### src/rtl/mmm_nlp_pkg.sv
// mmm_nlp_pkg: shared widths, latency and FSM states for the Montgomery sequencer
package mmm_nlp_pkg;
  localparam int IDW     = 90;
  localparam int ODW     = 181;
  localparam int MUL_LAT = 4;
  localparam int RDW     = IDW + 1;
  localparam int CW      = 3;
  typedef enum logic [2:0] {
    ST_IDLE,
    ST_MUL_T,
    ST_MUL_M,
    ST_MUL_MN,
    ST_ADD,
    ST_SUB
  } state_e;
endpackage

### src/rtl/mmm_nlp_csub.sv
// mmm_nlp_csub: final conditional subtract, reduces u < 2N into [0, N)
module mmm_nlp_csub
  import mmm_nlp_pkg::*;
(
  input  logic [RDW-1:0] u_i,
  input  logic [IDW-1:0] n_i,
  output logic [IDW-1:0] r_o
);
  // u - N always fits in IDW bits when taken, so a truncated subtract is exact
  assign r_o = (u_i >= {1'b0, n_i}) ? u_i[IDW-1:0] - n_i : u_i[IDW-1:0];
endmodule

### src/rtl/mmm_nlp_redc_ctrl.sv
// mmm_nlp_redc_ctrl: sequences three multiplies and the REDC add/shift/subtract
module mmm_nlp_redc_ctrl
  import mmm_nlp_pkg::*;
(
  input  logic           i_clk,
  input  logic           i_rstn,
  input  logic           i_vld,
  output logic           o_rdy,
  input  logic [IDW-1:0] i_a,
  input  logic [IDW-1:0] i_b,
  input  logic [IDW-1:0] i_n,
  input  logic [IDW-1:0] i_np,
  output logic [IDW-1:0] o_mul_a,
  output logic [IDW-1:0] o_mul_b,
  input  logic [ODW-1:0] i_mul_res,
  output logic           o_vld,
  output logic [IDW-1:0] o_res
);
  state_e         state_q;
  logic [CW-1:0]  cnt_q;
  logic [IDW-1:0] n_q, np_q, mul_a_q, mul_b_q, res_q;
  logic [ODW-1:0] t_q, p_q, s;
  logic [RDW-1:0] u_q;
  logic [IDW-1:0] r;
  logic           vld_q, last, s_lo_unused;
  assign last        = cnt_q == CW'(MUL_LAT);
  assign s           = t_q + p_q;
  assign s_lo_unused = ^s[IDW-1:0];
  assign o_rdy       = state_q == ST_IDLE;
  assign o_vld       = vld_q;
  assign o_res       = res_q;
  assign o_mul_a     = mul_a_q;
  assign o_mul_b     = mul_b_q;
  mmm_nlp_csub u_csub (.u_i(u_q), .n_i(n_q), .r_o(r));
  // FSM: latch request, walk the three multiply phases, then add/shift and subtract
  always_ff @(posedge i_clk) begin
    if (!i_rstn) begin
      state_q <= ST_IDLE;
      cnt_q   <= '0;
      n_q     <= '0;
      np_q    <= '0;
      mul_a_q <= '0;
      mul_b_q <= '0;
      t_q     <= '0;
      p_q     <= '0;
      u_q     <= '0;
      res_q   <= '0;
      vld_q   <= 1'b0;
    end else begin
      vld_q <= 1'b0;
      cnt_q <= (state_q inside {ST_MUL_T, ST_MUL_M, ST_MUL_MN}) && !last ? cnt_q + 1'b1 : '0;
      case (state_q)
        ST_IDLE: if (i_vld) begin
          n_q     <= i_n;
          np_q    <= i_np;
          mul_a_q <= i_a;
          mul_b_q <= i_b;
          state_q <= ST_MUL_T;
        end
        ST_MUL_T: if (last) begin
          t_q     <= i_mul_res;
          mul_a_q <= i_mul_res[IDW-1:0];
          mul_b_q <= np_q;
          state_q <= ST_MUL_M;
        end
        ST_MUL_M: if (last) begin
          mul_a_q <= i_mul_res[IDW-1:0];
          mul_b_q <= n_q;
          state_q <= ST_MUL_MN;
        end
        ST_MUL_MN: if (last) begin
          p_q     <= i_mul_res;
          state_q <= ST_ADD;
        end
        ST_ADD: begin
          u_q     <= s[ODW-1:IDW];
          state_q <= ST_SUB;
        end
        ST_SUB: begin
          res_q   <= r;
          vld_q   <= 1'b1;
          state_q <= ST_IDLE;
        end
        default: state_q <= ST_IDLE;
      endcase
    end
  end
endmodule
### config.mk
export PLATFORM = sky130hd
export DESIGN_NAME = mmm_nlp_redc_ctrl
export DESIGN_NICKNAME = d
export VERILOG_FILES = /design/src/rtl/mmm_nlp_pkg.sv /design/src/rtl/mmm_nlp_csub.sv /design/src/rtl/mmm_nlp_redc_ctrl.sv
export SDC_FILE = /design/constraint.sdc
export NUM_CORES = 2
export LEC_CHECK = 0
export CORE_AREA = 2 2 319 321
export DETAILED_ROUTE_END_ITERATION = 8
export DIE_AREA = 0 0 321 323
export DONT_BUFFER_PORTS = 1
export PLACE_DENSITY_LB_ADDON = 0.2
export SYNTH_ARGS = -nofsm -noshare
export SYNTH_HDL_FRONTEND = slang
export SYNTH_SLANG_ARGS = --single-unit
### constraint.sdc
create_clock -name i_clk -period 6.2 [get_ports i_clk]
set_clock_uncertainty 0.2 [all_clocks]
set_input_delay 0.62 -clock i_clk [delete_from_list [all_inputs] [get_ports i_clk]]
set_output_delay 0.62 -clock i_clk [all_outputs]
set_load 0.02 [all_outputs]
==> results.cfg <==
[global_route]
grt_pass1_wl_mm = 291
track_usage_pct = 35.6
antenna_found_initial = 34
grt_overflow_total = 0
grt_max_degree = 218
grt_pass1_vias = 48600

[die]
initial_core_util_pct = 50.3
die_h_um = 323
floorplan.die_area_mm2 = 0.104
rows = 117
core_mm2 = 0.101
io_pins = 816
die_w_um = 321

[sta]
min_period_ps = 4890
relSlewSlack_pct = 27.8
hold_slack_ps = 44.2
hold_violations = 0
maxSlewViolCount = 0
setup_violations = 0
fin_setup_tns_ps = 0
final.period_utilization_pct = 78.9
rsz0062_at_grt = no
fmaxAchievable_mhz = 204
max_slew.worst_pin.slew_ps = 1080

[worst_setup_path]
worstSetupStartpointType = flop
critPathMaxStageDelay_ps = 810
critPathCaptureType = flop
worstPathRequired_ps = 6630
cp_max_fo = 9
cpMostUsedCell = or4_1
cp.arrival_ps = 5320
crit_path_cell_trace = ha_1, nand4_1, nor3_1, nand2_1, or4_1, o211ai_1, nor4_1, nor2_1, a41o_2, a31oi_1, or4_1, nand3_1
critPathKind = flop to flop
cp_slowest_cell = nor3_1
r2r_start = t_q[90]
crit_start = t_q[90]

[cells_and_area]
final_nets = 7947
final_cells = 8550
syn2layout_area_growth_pct = 18.3
mostFrequentLayoutCells = nand2_1, a21oi_1, dfxtp_1
drive_gt1_share_pct = 3.51
final_common_cell = nand2_1

[drt]
drt_first_pass_iters = 6
routedWlPerCell_um = 22.9
detail_route.wirelength_mm = 196
drt_iter0_drc = 5680
num_vias = 52300
ant_nets = 0
detail_route.vias_per_cell = 6.12
post-route-drc-count = 0

[place]
dp_hpwl_mm = 142
placed_cells = 7799
io_buffers = 0
place_congestion = 1.03

[power_and_ir_drop]
power.density_mw_per_mm2 = 232
vdd_drop_max_mv = 0.212
power_mw = 13.9
p_leak_nw = 22.4

[flow_run]
cap_violations = 0

[logic_synthesis]
synth-edff-count = 0
synth-main-ff-cell = dfxtp_1
mappedNetlistArea_mm2 = 0.0507
async_reset_ff_share_pct = 0
synth-seq-area-share_pct = 36.0
yosysUniqueCellTypes = 82
yosys_warnings = 0
synth.net_count = 7723
netlist_instances = 6907
ys_ff_latch = 910
synth.avg_cell_area_um2 = 7.33

[outcome]
status = completed

[cts]
clockBufferDepth = 3
clk_latency_ps = 680
cts_tree = built
htreeDepth = 3
clk_pin_slew_ps = 70
cts_root_buffer = clkbuf_16
cts_resized = 0
clock_sinks = 910
cts_made_buffers = 98

[worst_hold_path]
hp-start = i_rstn
hold_path_class = primary input to flop
final cells by class:
class	instances	area [um2]
inverter	177	672
antenna	29	72.6
multi-input combinational	5365	30100
clock inverter	45	538
clock buffer	136	2850
sequential	910	18200
timing repair buffer	579	5860
tap	1309	1640
fill	9183	40800
power breakdown:
part | total (mW) | internal, mW | switching (mW) | leakage (nW)
clock | 6.16 | 3.63 | 2.53 | 1.68
combinational | 1.41 | 0.557 | 0.855 | 13.3
sequential | 6.31 | 6.03 | 0.281 | 7.40
total | 13.9 | 10.2 | 3.67 | 22.4
critical path: cells and delay by family (launching register included):
| kind | cells | cell delay (ps) |
|---|---|---|
| AND/OR/NAND/NOR | 8 | 2970 |
| AO/OA/AOI/OAI | 3 | 900 |
| flip-flops | 1 | 320 |
| adder cells (fa/ha/maj) | 1 | 450 |
cells by family after synthesis:
family / count (synthesis) / share of synthesized area (%)
AO/OA/AOI/OAI: 2169 / 26.3
XOR/XNOR: 160 / 2.77
adder cells (fa/ha/maj): 272 / 6.73
buffers and inverters: 632 / 4.77
flip-flops: 910 / 36.0
multiplexers: 68 / 1.35
AND/OR/NAND/NOR: 2696 / 22.1
per-stage QoR:
stage / utilization, % / worst slack (ps) / area (um2)
after global routing: 59.5 / 1120 / 59900
after CTS: 59.4 / 1410 / 59900
after floorplan: - / 2720 / 50700
after detailed placement: 50.7 / 1420 / 51000
after global placement: 50.7 / 1410 / 51000
final: 59.5 / 1310 / 59900
cell usage after synthesis, drive strengths merged, types with 41 or more instances:
cell	count	area share, %
nand2	1788	13
a21oi	1030	10
dfxtp	910	36
nor2	456	3.4
clkbuf	418	3.1
o21ai	307	3.0
ha	271	6.7
a311oi	183	3.2
inv	177	1.3
nand4	138	1.7
a21o	133	2.0
xnor2	96	1.7
a22oi	95	1.4
o21bai	85	1.3
nand3	77	0.78
mux2i	66	1.3
xor2	64	1.1
nor3	63	0.64
a211oi	59	0.87
a31oi	46	0.57
o211ai	41	0.61
registers in the layout, indices dropped and copies added, names as in the netlist:
name and cells:
o_res 90, np_q 90, u_q 91, state_q 3
o_vld 1, o_mul_a 90, n_q 90, p_q 181
o_mul_b 90, t_q 181, cnt_q 3
repair_timing:
action                    in CTS  in global routing
buffers inserted               0                  0
hold buffers                 541                  0
hold endpoints to repair     766                  0
routing by layer:
layer | vias to the layer above | global-route usage [%] | share of wire, %
met5 | - | 0 | 0.053
met4 | 18 | 17.6 | 5.3
met3 | 448 | 5.67 | 7.3
met2 | 2345 | 56.3 | 45
met1 | 24700 | 47.1 | 43
li1 | 24800 | - | -
path summary, 6_finish.rpt:
kind,end,cells after the start,slack (ps)
setup / recovery,u_q[79],12,1310
hold / removal,o_res[81],4,40
setup reg to reg,u_q[79],12,1310
hold reg to reg,np_q[46],2,250
Note: power is estimated with default switching activity, not from simulation.
